### src/rtl/tt_pin_link_responder.sv
// Purpose : byte-wide 4-phase req/ack register-file responder on the Tiny Tapeout pins.
// Latency : ack, memory write and uo_out update all land on the first edge req is sampled high.
// Backpress: fabric paces every byte with req/ack; ena=0 freezes all state, abort ends the frame.
// Optional: define TT_LINK_PARITY_EN for even parity on ui_in (uio_in[3]) and on uo_out (uio_out[7]).
module tt_pin_link_responder #(
    parameter int DEPTH_LOG2 = 4
) (
    input  logic       clk,
    input  logic       rst_n,
    input  logic       ena,
    input  logic [7:0] ui_in,
    input  logic [7:0] uio_in,
    output logic [7:0] uo_out,
    output logic [7:0] uio_out,
    output logic [7:0] uio_oe
);

    localparam int NREG = 1 << DEPTH_LOG2;

    localparam logic [1:0] ST_IDLE      = 2'd0;
    localparam logic [1:0] ST_CMD_HS    = 2'd1;
    localparam logic [1:0] ST_DATA_WAIT = 2'd2;
    localparam logic [1:0] ST_DATA_HS   = 2'd3;

    // Control pins from the fabric.
    logic req;
    logic last_in;
    logic abort;
    assign req     = uio_in[0];
    assign last_in = uio_in[1];
    assign abort   = uio_in[2];

    // Parity of the presented byte; a mismatch flags err but never stalls the handshake.
    logic par_bad;
`ifdef TT_LINK_PARITY_EN
    assign par_bad = ^{ui_in, uio_in[3]};
`else
    assign par_bad = 1'b0;
`endif

    // Upper command address bits and bits [7:4] of uio_in carry nothing for this block.
    logic unused_inputs;
    assign unused_inputs = ^{ui_in, uio_in};

    // Registered state.
    logic [1:0]            state;
    logic [DEPTH_LOG2-1:0] addr;
    logic                  we_q;
    logic                  inc_q;
    logic                  last_q;
    logic                  ack_q;
    logic                  err_q;
    logic [7:0]            rd_q;
    logic [7:0]            mem [NREG];

    // Next-state values.
    logic [1:0]            state_nxt;
    logic [DEPTH_LOG2-1:0] addr_nxt;
    logic                  we_nxt;
    logic                  inc_nxt;
    logic                  last_nxt;
    logic                  ack_nxt;
    logic                  err_nxt;
    logic                  rd_load;
    logic [DEPTH_LOG2-1:0] rd_addr;
    logic                  mem_we;

    // Command decode: a command with bad parity is downgraded to a read so it cannot corrupt memory.
    logic                  cmd_we;
    logic                  cmd_inc;
    logic [DEPTH_LOG2-1:0] cmd_addr;
    assign cmd_we   = ui_in[7] & ~par_bad;
    assign cmd_inc  = ui_in[6];
    assign cmd_addr = ui_in[DEPTH_LOG2-1:0];

    // Handshake FSM next-state logic; abort outranks every handshake step.
    always_comb begin
        state_nxt = state;
        addr_nxt  = addr;
        we_nxt    = we_q;
        inc_nxt   = inc_q;
        last_nxt  = last_q;
        ack_nxt   = ack_q;
        err_nxt   = err_q;
        rd_load   = 1'b0;
        rd_addr   = addr;
        mem_we    = 1'b0;

        if (ena) begin
            if (abort) begin
                // Abort in IDLE leaves everything untouched and accepts no command.
                if (state != ST_IDLE) begin
                    state_nxt = ST_IDLE;
                    ack_nxt   = 1'b0;
                    err_nxt   = 1'b1;
                end
            end else begin
                case (state)
                    ST_IDLE: begin
                        if (req) begin
                            we_nxt    = cmd_we;
                            inc_nxt   = cmd_inc;
                            last_nxt  = last_in;
                            err_nxt   = par_bad;
                            ack_nxt   = 1'b1;
                            state_nxt = ST_CMD_HS;
                            if (cmd_we) begin
                                addr_nxt = cmd_addr;
                            end else begin
                                // Reads fetch the first byte on the command itself.
                                rd_load  = 1'b1;
                                rd_addr  = cmd_addr;
                                addr_nxt = cmd_addr + DEPTH_LOG2'(cmd_inc);
                            end
                        end
                    end
                    ST_CMD_HS, ST_DATA_HS: begin
                        if (!req) begin
                            ack_nxt   = 1'b0;
                            state_nxt = last_q ? ST_IDLE : ST_DATA_WAIT;
                        end
                    end
                    ST_DATA_WAIT: begin
                        if (req) begin
                            last_nxt  = last_in;
                            ack_nxt   = 1'b1;
                            addr_nxt  = addr + DEPTH_LOG2'(inc_q);
                            state_nxt = ST_DATA_HS;
                            if (par_bad) begin
                                err_nxt = 1'b1;
                            end
                            if (we_q) begin
                                mem_we = ~par_bad;
                            end else begin
                                rd_load = 1'b1;
                            end
                        end
                    end
                    default: begin
                        state_nxt = ST_IDLE;
                        ack_nxt   = 1'b0;
                    end
                endcase
            end
        end
    end

    // FSM and handshake registers.
    always_ff @(posedge clk or negedge rst_n) begin
        if (!rst_n) begin
            state  <= ST_IDLE;
            addr   <= '0;
            we_q   <= 1'b0;
            inc_q  <= 1'b0;
            last_q <= 1'b0;
            ack_q  <= 1'b0;
            err_q  <= 1'b0;
        end else begin
            state  <= state_nxt;
            addr   <= addr_nxt;
            we_q   <= we_nxt;
            inc_q  <= inc_nxt;
            last_q <= last_nxt;
            ack_q  <= ack_nxt;
            err_q  <= err_nxt;
        end
    end

    // Register file; cleared on reset so a mid-frame reset leaves no stale data.
    always_ff @(posedge clk or negedge rst_n) begin
        if (!rst_n) begin
            for (int i = 0; i < NREG; i++) begin
                mem[i] <= '0;
            end
        end else if (mem_we) begin
            mem[addr] <= ui_in;
        end
    end

    // Read data register; holds between reads, writes never touch it.
    always_ff @(posedge clk or negedge rst_n) begin
        if (!rst_n) begin
            rd_q <= '0;
        end else if (rd_load) begin
            rd_q <= mem[rd_addr];
        end
    end

`ifdef TT_LINK_PARITY_EN
    logic par_q;

    // Outgoing parity tracks uo_out on the same edge.
    always_ff @(posedge clk or negedge rst_n) begin
        if (!rst_n) begin
            par_q <= 1'b0;
        end else if (rd_load) begin
            par_q <= ^mem[rd_addr];
        end
    end
`else
    logic par_q;
    assign par_q = 1'b0;
`endif

    logic busy;
    assign busy = (state != ST_IDLE);

    assign uo_out  = rd_q;
    assign uio_out = {par_q, err_q, busy, ack_q, 4'b0000};
    assign uio_oe  = 8'hF0;

endmodule

### config.mk
export PLATFORM = sky130hd
export DESIGN_NAME = tt_pin_link_responder
export DESIGN_NICKNAME = d
export VERILOG_FILES = /design/src/rtl/tt_pin_link_responder.sv
export SDC_FILE = /design/constraint.sdc
export NUM_CORES = 1
export LEC_CHECK = 0
export CORE_MARGIN = 8
export CORE_UTILIZATION = 55
export CTS_CLUSTER_SIZE = 40
export DETAILED_ROUTE_END_ITERATION = 10
export DONT_BUFFER_PORTS = 1
export PLACE_DENSITY = 0.68
export SETUP_SLACK_MARGIN = 0.5
export SLEW_MARGIN = 20
export SYNTH_ARGS = -nofsm -noshare
export SYNTH_HDL_FRONTEND = slang
export SYNTH_SLANG_ARGS = --single-unit
export TNS_END_PERCENT = 10
### constraint.sdc
create_clock -name clk -period 2.8 [get_ports clk]
set_input_delay 0.42 -clock clk [delete_from_list [all_inputs] [get_ports clk]]
set_output_delay 0.42 -clock clk [all_outputs]
set_load 0.005 [all_outputs]
# Word-level counts from Yosys, hierarchy flattened
# Index checks and enable logic that the tools add are counted.
# W data, S select, Z words.
[word_totals]
out_inout_bits = 24
ff_bits = 147
elab_cells = 99
latchBits = 0
ramBits = 0
in_bits = 19
n_memories = 0
rom_bits = 0
[op_classes]
n_mux = 43
multipliers = 0
div_mod_pow = 0
reduce_logical = 14
n_eq_ne = 10
bitwise_logic = 3
n_addsub = 2
n_shift = 0
magnitude_cmp = 3
[ops]
columns = ["operator", "count"]
rows = [
  ["$bwmux W128", 1],
  ["$bmux W8 S4", 1],
  ["$demux W8 S4", 1],
  ["$mux W4", 8],
  ["$mux W8", 3],
  ["$mux W1", 19],
  ["$reduce_and A4 Y1", 4],
  ["$mux W2", 6],
  ["$ge A5 B5 Y1 const B", 2],
  ["$not A4 Y5", 2],
  ["$reduce_and A5 Y1", 2],
  ["$ne A3 B3 Y1 const B", 3],
  ["$add A4 B1 Y4", 2],
  ["$pmux W4 S2", 1],
  ["$reduce_bool A2 Y1", 4],
  ["$pmux W2 S3", 1],
  ["$lt A5 B1 Y1 const B", 1],
  ["$eq A2 B2 Y1 const B", 2],
  ["$ne A2 B2 Y1 const B", 2],
  ["$pmux W1 S2", 2],
  ["$reduce_or A2 Y1", 2],
  ["$ne A3 B1 Y1 const B", 1],
  ["$eq A2 B1 Y1 const B", 1],
  ["$logic_not A2 Y1", 1],
  ["3 further kinds", 3],
]

# Logic depth before layout (Yosys ltp)
# Gate-level depths: netlist of the first run.
[logic_depth]
ltp_word = 9
mapped_depth = 10
depth_no_buf = 6

# Worst setup path after synthesis of the first run
# Ideal clock, no wire load.
[synth_path]
kind = "input to register"
start = "input port ui_in[7]"
end = "register rd_q[4] (netlist: uo_out[4])"
path_buffers = 3
setup_ps = 87
path_stages = 9
t_arrival_ps = 2122
path_slack_ps = 592
t_required_ps = 2713
cell_sequence = "buf_2 or3_4 buf_6 o21ai_4 nand2_4 buf_6 mux2i_1 a221o_1 o211ai_1"
[synth_via]
elab_chain_cells = 9
elab_cells_between_ends = 14
[synth_lines]
columns = ["element", "line_no", "rtl"]
rows = [
  ["from (decl)", "11", "input logic [7:0] ui_in,"],
  ["$mux W4", "107", "if (cmd_we) begin"],
  ["$mux W4", "100", "if (req) begin"],
  ["$mux W4", "98", "case (state)"],
  ["$mux W4", "90", "if (abort) begin"],
  ["$mux W4", "89", "if (ena) begin"],
  ["$not A4 Y5 (implied by the code)", "185", "rd_q <= mem[rd_addr];"],
  ["$bmux W8 S4", "185", ""],
  ["$mux W8 (implied by the code) (2 in a row)", "185", ""],
  ["to (signal assigned)", "185", ""],
  ["to (decl)", "53", "logic [7:0] rd_q;"],
]
# Parallel ways exist; a longest one is shown, timed or not. The select of a mux whose other input is x is not followed.
# A chain may end at the register's enable or synchronous reset.

# Worst setup path after layout of the first run
[layout_path]
start = "register state[0]"
end = "register mem[41] (netlist name)"
[layout_via]
elab_chain_cells = 4
[layout_lines]
columns = ["element", "line_no", "rtl"]
rows = [
  ["from (decl)", "46", "logic [1:0] state;"],
  ["from (signal assigned)", "159", "state <= state_nxt;"],
  ["$eq A2 B2 Y1", "98", ""],
  ["$mux W1", "98", ""],
  ["$mux W1", "90", ""],
  ["$mux W1", "89", ""],
  ["to (signal, indexed assignment)", "176", "mem[addr] <= ui_in;"],
  ["to (decl)", "54", "logic [7:0] mem [NREG];"],
]
# No other way between the ends.

==> summary.md, run 1 <==
| Metric | Value |
|---|---|
| Vias | `5,336` |
| Sequential fraction of the synthesis area | `49.5%` |
| GP Congestion | `0.879` |
| Synth Warn # | `0` |
| Leak Pwr | `3.89 nW` |
| Tot GR Track Use | `22.8%` |
| Layout area overhead | `11.2%` |
| Maximum VDD drop | `498 uV` |
| Top FF cell, synth | `dfrtp_1` |
| Fin Hold WS | `-0.312 ns` |
| Worst-path clk slew | `0.06 ns` |
| Post-synth cell types | `65` |
| CP Max Fanout | `10` |
| Final number of setup-violating endpoints | `0` |
| First-pass GRT wire length | `30,900 um` |
| Final nets | `679` |
| DIE AREA | `17,500 sq um` |
| Number of port buffers | `0` |
| Number of global-route vias before repair | `5,494` |
| H-tree Lvls | `4` |
| Starting Density | `56.3%` |
| CTS tree | `built` |
| Required time of the critical path | `3.11 ns` |
| Total CTS buffers | `17` |
| Worst slew pin tran | `0.645 ns` |
| Endpoint class of the critical path | `flip-flop` |
| Io pins | `43` |
| DP HPWL | `12,200 um` |
| WS Path Type | `flip-flop to flip-flop` |
| Pins Over Slew Limit | `0` |
| Relative slew slack | `56.9%` |
| Post-synth EDFFs | `0` |
| PwrDens | `667 nW/um^2` |
| Cell count after synthesis | `654` |
| Die width | `132 um` |
| CP Launch Point | `state[0]` |
| Failing checks | `negative hold slack` |
| Synth async-reset ratio | `100%` |
| Post-route ant nets | `0` |
| Area of the core | `13,200 sq um` |
| Setup Skew | `0.00686 ns` |
| Initial antenna violation count | `1` |
| Largest net degree at the start of global routing | `148` |
| Routed WL per cell | `22.7 um` |
| Status | `finished, violations left` |
| Synthesized area per cell | `11.4 sq um` |
| RSZ-0062 raised after global routing | `yes` |
| Drt initial violations | `430` |
| Reg2reg start | `state[0]` |
| Drt total wl | `19,200 um` |
| Worst min-delay path class | `input port to async pin` |
| Startpoint types | `flip-flop` |
| FF+latch count, synth | `147` |
| Part of the cycle the worst path needs | `86.1%` |
| Gr ovfl total | `0` |
| Arrival time worst endpoint | `2.72 ns` |
| First-pass DRT Iterations | `6` |
| Min cycle time layout | `2.41 ns` |
| Final core occ | `62.6%` |
| Clock Sinks | `147` |
| Total Power | `0.00551 W` |
| Clock Tree Buf Depth | `2` |
| Max Fclk | `415 MHz` |
| Setup TNS | `0 ns` |
| # diodes | `0` |
| Routed vias/inst | `6.31` |
| Max-Cap Viols | `0` |
| Root Buffer | `clkbuf_16` |
| Worst-Skew Late Latency | `0.43 ns` |
| DR DRC count | `0` |
| Site row count | `42` |
| Endpoints failing hold | `147` |
| Share of layout cells above drive strength 1 | `27.8%` |
| Die span in y | `132 um` |
| Post-Syn Area | `7420 sq um` |
==> path summary, 6_finish.rpt <==
| check | to | slack, ns | cells past startpoint |
|---|---|---|---|
| min reg2reg | mem[47] | 0.48 | 2 |
| max reg2reg | mem[41] | 0.39 | 5 |
| max in group asynchronous | state[0] | 2.86 | 0 |
| min | mem[80] | -0.31 | 0 |
| max | mem[41] | 0.39 | 5 |
| min in group clk | state[0] | 0.09 | 1 |
==> critical path: stages (launching register included) <==
cell and delay (ns):
dfrtp_2 0.49, nor2b_1 0.21, nand3_1 0.13, nor3b_1 0.56, nand2_1 0.48, mux2_2 0.41
==> power by group <==
| part | switching, W | internal (W) |
|---|---|---|
| combinational | 0.000597 | 0.000399 |
| sequential | 0.000134 | 0.00224 |
| clock | 0.000875 | 0.00126 |
==> layer usage <==
metal	GRT usage [%]	wire length, um	vias to the layer above	part of all wire, %
met5	0	12	-	0.062
met3	7.28	1210	52	6.3
li1	-	-	2391	-
met4	10.8	640	2	3.3
met1	27.6	8100	2719	42
met2	36.3	9240	172	48
==> cell type report <==
type,count,area [sq um]
fill,1033,4940
inverter,5,18.8
sequential,147,3680
clock buffer,23,508
clock inverter,9,52.6
tap,176,220
multi-input combinational,455,3490
timing repair buffer,30,284
==> sequential cells by signal (all words and copies together) (netlist names) <==
name / cells
uo_out: 8
mem: 128
we_q: 1
last_q: 1
inc_q: 1
addr: 4
ack_q: 1
state: 2
err_q: 1
==> repair_timing <==
item,4_1_cts,5_1_grt
gates resized for setup,20,0
pin swaps,4,0
buffers inserted,5,0
gates cloned,3,0
endpoints found under the hold margin,147,147
setup endpoints to repair,20,88
==> Yosys cell counts, types with 2 or more instances <==
cell      number  area, sq um
and2_1         3         18.8
o22ai_1        3         18.8
nor3_2         2         20.0
clkbuf_1      22         82.6
nand2_1       50          188
conb_1         2         7.51
nand3_1       36          180
buf_2         10         50.1
nor3_1         3         15.0
a21oi_1       22          110
a221o_1        2         20.0
nor2b_1        4         25.0
buf_6          9          101
ha_1           4         50.1
mux2_1        28          315
xnor2_1        2         17.5
inv_1          4         15.0
a211oi_1      21          158
a311o_1        5         50.1
o211ai_1       4         30.0
nand2b_1       6         37.5
mux2i_1        6         60.1
o22a_1         8         70.1
and3_1        23          144
nor4_1         2         12.5
dfrtp_1      147         3680
mux2_2        92         1040
buf_4         17          128
nor2_2         6         37.5
nor3b_1        2         15.0
a21boi_1       2         15.0
o221ai_1      20          175
o21ai_0       36          180
nor2_1        20         75.1
==> cells by family after synthesis <==
group,after synthesis,synth area share (%)
muxes,126,19.0
xor gates and xnor gates,2,0.236
buffers and inverters,65,5.24
AOI/OAI and AO/OA,137,13.0
DFF,147,49.5
other,2,0.101
adders and majority gates,4,0.674
and+or+nand+nor,171,12.2
==> layout by cell type (no fill, tap or decap), drive strengths merged, types with 4 or more instances in the layout <==
master and instances:
dfrtp 147, mux2 120, nand2 53, o21ai 39, nand3 36, buf 29
nor2 27, and3 23, a21oi 23, clkbuf 23, a211oi 21, o221ai 21
conb 13, o22a 8, clkinv 7, nand2b 6, mux2i 6, nor3 6
a311o 5, inv 4, nor2b 4, o211ai 4, ha 4
==> through the flow <==
| stage | cell area (sq um) | hold slack (ns) | setup WS, ns | std cells |
|---|---|---|---|---|
| after floorplan | 7470 | 0.124 | 0.592 | 665 |
| after global placement | 7500 | 0.133 | 0.312 | 805 |
| after detailed placement | 7500 | 0.132 | 0.236 | 805 |
| after CTS | 8250 | -0.321 | 0.471 | 845 |
| after global routing | 8250 | -0.331 | 0.321 | 845 |
| final | 8250 | -0.312 | 0.389 | 845 |
No activity file was read; power rests on OpenSTA's default activity.
==> run 2, diff against run 1 <==
--- a/config.mk
+++ b/config.mk
@@ -6,11 +6,11 @@
 export NUM_CORES = 1
 export LEC_CHECK = 0
 export CORE_MARGIN = 8
-export CORE_UTILIZATION = 55
+export CORE_UTILIZATION = 45
 export CTS_CLUSTER_SIZE = 40
 export DETAILED_ROUTE_END_ITERATION = 10
 export DONT_BUFFER_PORTS = 1
-export PLACE_DENSITY = 0.68
+export PLACE_DENSITY = 0.58
 export SETUP_SLACK_MARGIN = 0.5
 export SLEW_MARGIN = 20
 export SYNTH_ARGS = -nofsm -noshare
==> summary.md, run 2 (synthesis gave the netlist of run 1 again) <==
| Metric | Value |
|---|---|
| Setup TNS | `0 ns` |
| Most used cell, CP | `o221ai_1` |
| Delay-heaviest family, CP | `simple AND/OR/NAND/NOR gates` |
| Most common cell after layout, fill and taps aside | `dfrtp_1` |
| Max reg flops | `128` |
| Endpoints failing hold | `147` |
| Vias | `5,385` |
| Worst slew pin tran | `0.629 ns` |
| Routed vias/inst | `6.00` |
| DP HPWL | `12,900 um` |
| Multi-input logic area | `3700 sq um` |
| Part of the cycle the worst path needs | `83.1%` |
| Die span in y | `144 um` |
| Max Fclk | `430 MHz` |
| Worst min-delay path class | `input port to async pin` |
| Routed WL per cell | `22.9 um` |
| PwrDens | `659 nW/um^2` |
| Endpoint class of the critical path | `flip-flop` |
| Bufs and invs on worst path | `0` |
| Clock Sinks | `147` |
| Die width | `144 um` |
| Pins Over Slew Limit | `0` |
| Startpoint types | `flip-flop` |
| CTS tree | `built` |
| # diodes | `0` |
| WS Path Type | `flip-flop to flip-flop` |
| Leak Pwr | `3.98 nW` |
| Arrival time worst endpoint | `2.66 ns` |
| First-pass GRT wire length | `31,100 um` |
| Most flops, register | `mem` |
| Site row count | `47` |
| GP Congestion | `0.876` |
| Fin Hold WS | `-0.303 ns` |
| DR DRC count | `0` |
| Drt initial violations | `439` |
| Fill cell count | `1,431` |
| Slowest stage delay, CP | `0.50 ns` |
| Reg area | `3680 sq um` |
| CP Cell Sequence | `or3_4 -> or4_4 -> nand2_2 -> o221ai_1 -> o22a_1 -> o221ai_1` |
| Tot GR Track Use | `20.0%` |
| Setup Skew | `0.00721 ns` |
| Total CTS buffers | `17` |
| Final nets | `688` |
| Worst-path clk slew | `0.06 ns` |
| Io pins | `43` |
| Share of layout cells above drive strength 1 | `32.3%` |
| First-pass DRT Iterations | `4` |
| Maximum VDD drop | `442 uV` |
| Most frequent cells in the layout | `dfrtp_1, mux2_2, nand2_1` |
| Failing checks | `negative hold slack` |
| Gr ovfl total | `0` |
| Area of the core | `16,300 sq um` |
| Fin area | `8590 sq um` |
| DIE AREA | `20,900 sq um` |
| Final number of setup-violating endpoints | `0` |
| DP Area | `7590 sq um` |
| Critical path's slowest cell | `or3_4` |
| Number of port buffers | `0` |
| Layout area overhead | `15.8%` |
| Largest net degree at the start of global routing | `148` |
| RSZ-0062 raised after global routing | `yes` |
| Min cycle time layout | `2.33 ns` |
| Initial antenna violation count | `0` |
| Drt total wl | `20,500 um` |
| Clock Tree Buf Depth | `2` |
| Worst-Skew Late Latency | `0.42 ns` |
| Number of global-route vias before repair | `5,470` |
| Required time of the critical path | `3.13 ns` |
| Starting Density | `45.4%` |
| Post-route ant nets | `0` |
| H-tree Lvls | `4` |
| CP Max Fanout | `8` |
| Relative slew slack | `57.9%` |
| Root Buffer | `clkbuf_16` |
| Max-Cap Viols | `0` |
| Status | `finished, violations left` |
[run 2: cell type report]
type | instances | area share [%]
Inverter | 5 | 0.218
Tap cell | 220 | 3.20
Clock inverter | 8 | 0.888
Sequential cell | 147 | 42.8
Timing Repair Buffer | 38 | 4.18
Clock buffer | 23 | 5.68
Multi-Input combinational cell | 456 | 43.0
[run 2: through the flow]
stage	hold slack [ns]	worst slack, ns	std cells	utilization [%]	power (W)
after floorplan	0.124	0.592	665	-	0.00306
after global placement	0.131	0.302	852	46.4	0.00327
after detailed placement	0.130	0.286	852	46.4	0.00329
after CTS	-0.316	0.456	885	50.3	0.00550
after global routing	-0.321	0.414	897	52.6	0.00589
final	-0.303	0.474	897	52.6	0.00566
[run 2: worst paths after layout]
| check | start | cells after the start | to | slack, ns |
|---|---|---|---|---|
| worst max register to register | state[0] | 6 | uo_out[5] | 0.47 |
| worst min register to register | mem[106] | 2 | mem[106] | 0.48 |
| max in group asynchronous | rst_n | 0 | mem[8] | 2.85 |
| worst min-delay path | rst_n | 0 | mem[65] | -0.30 |
| min in group clk | ena | 1 | state[0] | 0.09 |
| worst max-delay path | state[0] | 6 | uo_out[5] | 0.47 |
[run 2: timing repair]
item                                    in CTS  in global routing
setup buffers                                2                  8
hold endpoints to repair                   147                147
endpoints found under the setup margin       8                 16
pin swaps                                    2                 12
cloned                                       0                  4
gates resized for setup                     13                 48
[run 2: power by group]
part	total, W	switching, W	internal (W)	leakage [nW]
clock	0.00218	0.000870	0.00131	0.271
combinational	0.00108	0.000665	0.000414	1.70
sequential	0.00240	0.000162	0.00224	2.01
[run 2: metal layers]
layer	GRT usage, %	vias to the layer above	part of all wire (%)
met4	8.98	0	2.6
met1	26.1	2772	45
li1	-	2420	-
met3	4.29	37	5.6
met2	31.2	156	47
met5	0	-	0
[run 2: worst reg2reg max path, cell delays in order (launching register included)]
cell and delay (ns):
dfrtp_2 0.47, or3_4 0.50, or4_4 0.45, nand2_2 0.19, o221ai_1 0.18, o22a_1 0.26, o221ai_1 0.18
==> run 3, diff against run 2 <==
--- a/config.mk
+++ b/config.mk
@@ -10,7 +10,7 @@
 export CTS_CLUSTER_SIZE = 40
 export DETAILED_ROUTE_END_ITERATION = 10
 export DONT_BUFFER_PORTS = 1
-export PLACE_DENSITY = 0.58
+export PLACE_DENSITY = 0.6
 export SETUP_SLACK_MARGIN = 0.5
 export SLEW_MARGIN = 20
 export SYNTH_ARGS = -nofsm -noshare
==> constraint.sdc (replaced) <==
create_clock -name clk -period 2.1 [get_ports clk]
set_input_delay 0.315 -clock clk [delete_from_list [all_inputs] [get_ports clk]]
set_output_delay 0.315 -clock clk [all_outputs]
set_load 0.005 [all_outputs]
==> summary.md, run 3 (synthesis gave the netlist of run 1 again) <==
| Metric | Value |
|---|---|
| Status | `finished, violations left` |
| Failing checks | `negative hold slack, negative setup slack` |
| CP Max Fanout | `7` |
| Fill cell count | `1,431` |
| Worst reg2reg path depth | `7` |
| Die span in y | `144 um` |
| # diodes | `0` |
| Io pins | `43` |
| Post-route ant nets | `0` |
| Worst slew pin tran | `0.492 ns` |
| Total Power | `0.00763 W` |
| Routed WL per cell | `23.3 um` |
| DP HPWL | `13,700 um` |
| Required time of the critical path | `2.39 ns` |
| Starting Density | `45.4%` |
| Fin Hold WS | `-0.414 ns` |
| GP Congestion | `0.834` |
| Max reg flops | `128` |
| Initial antenna violation count | `0` |
| CTS tree | `built` |
| DIE AREA | `20,900 sq um` |
| Critical path's slowest cell | `or3_4` |
| Largest net degree at the start of global routing | `148` |
| Dpl ws | `-0.225 ns` |
| Final number of setup-violating endpoints | `8` |
| Most flops, register | `mem` |
| RSZ-0062 raised after global routing | `yes` |
| Number of global-route vias before repair | `5,778` |
| Total CTS buffers | `17` |
| Startpoint types | `flip-flop` |
| Multi-input logic area | `3970 sq um` |
| Relative slew slack | `66.8%` |
| CP Cell Sequence | `or3_4 -> o21ai_4 -> nand2_8 -> buf_6 -> a211oi_4 -> o22a_1 -> o221ai_1` |
| DP Area | `8100 sq um` |
| Die width | `144 um` |
| WS Path Type | `flip-flop to flip-flop` |
| CTS Hold Buffers Added | `2` |
| Part of the cycle the worst path needs | `109%` |
| Vias | `5,574` |
| DR DRC count | `0` |
| Endpoint class of the critical path | `flip-flop` |
| Site row count | `47` |
| Arrival time worst endpoint | `2.58 ns` |
| Clock Tree Buf Depth | `2` |
| Max-Cap Viols | `0` |
| Final core occ | `56.9%` |
| Min cycle time layout | `2.29 ns` |
| Endpoints failing hold | `147` |
| Fin area | `9310 sq um` |
| Slowest stage delay, CP | `0.48 ns` |
| Final nets | `730` |
| H-tree Lvls | `4` |
| Worst-path clk slew | `0.06 ns` |
| Reg area | `3680 sq um` |
| Max Fclk | `437 MHz` |
| Area of the core | `16,300 sq um` |
| Worst min-delay path class | `input port to async pin` |
| Root Buffer | `clkbuf_16` |
| Setup Skew | `0.00592 ns` |
| Most common cell after layout, fill and taps aside | `dfrtp_1` |
| Clock Sinks | `147` |
| Share of layout cells above drive strength 1 | `40.7%` |
| Leak Pwr | `4.29 nW` |
| Layout area overhead | `25.4%` |
| Worst-Skew Late Latency | `0.42 ns` |
| Drt initial violations | `381` |
| Final worst setup slack | `-0.187 ns` |
| Pins Over Slew Limit | `0` |
| PwrDens | `820 nW/um^2` |
| Maximum VDD drop | `629 uV` |
| First-pass DRT Iterations | `5` |
| Tot GR Track Use | `21.6%` |
| Drt total wl | `21,800 um` |
| First-pass GRT wire length | `33,600 um` |
| Most frequent cells in the layout | `dfrtp_1, mux2_2, mux2_4` |
| Number of port buffers | `0` |
| Routed vias/inst | `5.95` |
| Gr ovfl total | `0` |
==> run 3: cell count changes in the layout (fill, tap and decap cells not counted), sizes merged <==
cell / delta
buf: +42
bufinv: -1
clkbuf: +2
clkinv: -1
clkinvlp: -2
dlygate4sd3: +2
nand2: -2
==> run 3: metrics by stage <==
| step | instances | setup TNS, ns |
|---|---|---|
| after CTS | 928 | -0.641 |
| after global placement | 887 | -2.17 |
| after floorplan | 665 | -0.127 |
| after global routing | 937 | -1.94 |
| after detailed placement | 887 | -3.02 |
| final | 937 | -1.07 |
==> run 3: worst max-delay path: cells and delay by family, from the launching register on <==
kind | cells | cell delay (ns)
AOI/OAI and AO/OA | 4 | 0.96
and+or+nand+nor | 2 | 0.62
DFF | 1 | 0.41
buffers and inverters | 1 | 0.16
==> run 3: where the power goes <==
group	switching, W	internal, W
registers	0.000206	0.00299
clock network	0.00112	0.00158
logic	0.000956	0.000776
total	0.00228	0.00535
==> run 3: final timing paths <==
path | to | start | slack, ns
min in group clk | mem[114] | ui_in[2] | 0.03
hold / removal | inc_q | rst_n | -0.41
max in group asynchronous | mem[7] | rst_n | 2.20
hold reg to reg | mem[63] | mem[63] | 0.48
setup reg to reg | uo_out[0] | state[0] | -0.19
setup / recovery | uo_out[0] | state[0] | -0.19
==> run 3: routing by layer <==
layer | GRT usage, % | part of all wire (%) | vias up
li1 | - | - | 2485
met1 | 27.3 | 43 | 2891
met2 | 35.3 | 49 | 164
met3 | 5.05 | 6.0 | 34
met4 | 8.00 | 2.0 | 0
met5 | 0 | 0 | -
==> run 3: final cells by class <==
class	count	share of cell area, %
Clock inverter	4	0.282
Inverter	5	0.202
Multi-Input combinational cell	454	42.6
Sequential cell	147	39.6
Tap cell	220	2.96
Clock buffer	25	5.22
Timing Repair Buffer	82	9.17
==> run 3: what timing repair did <==
action | in CTS | in global routing
pin swaps | 23 | 16
resized for setup | 48 | 80
buffers inserted | 8 | 8
hold endpoints to repair | 149 | 147
endpoints found under the setup margin | 138 | 138
cloned | 2 | 1
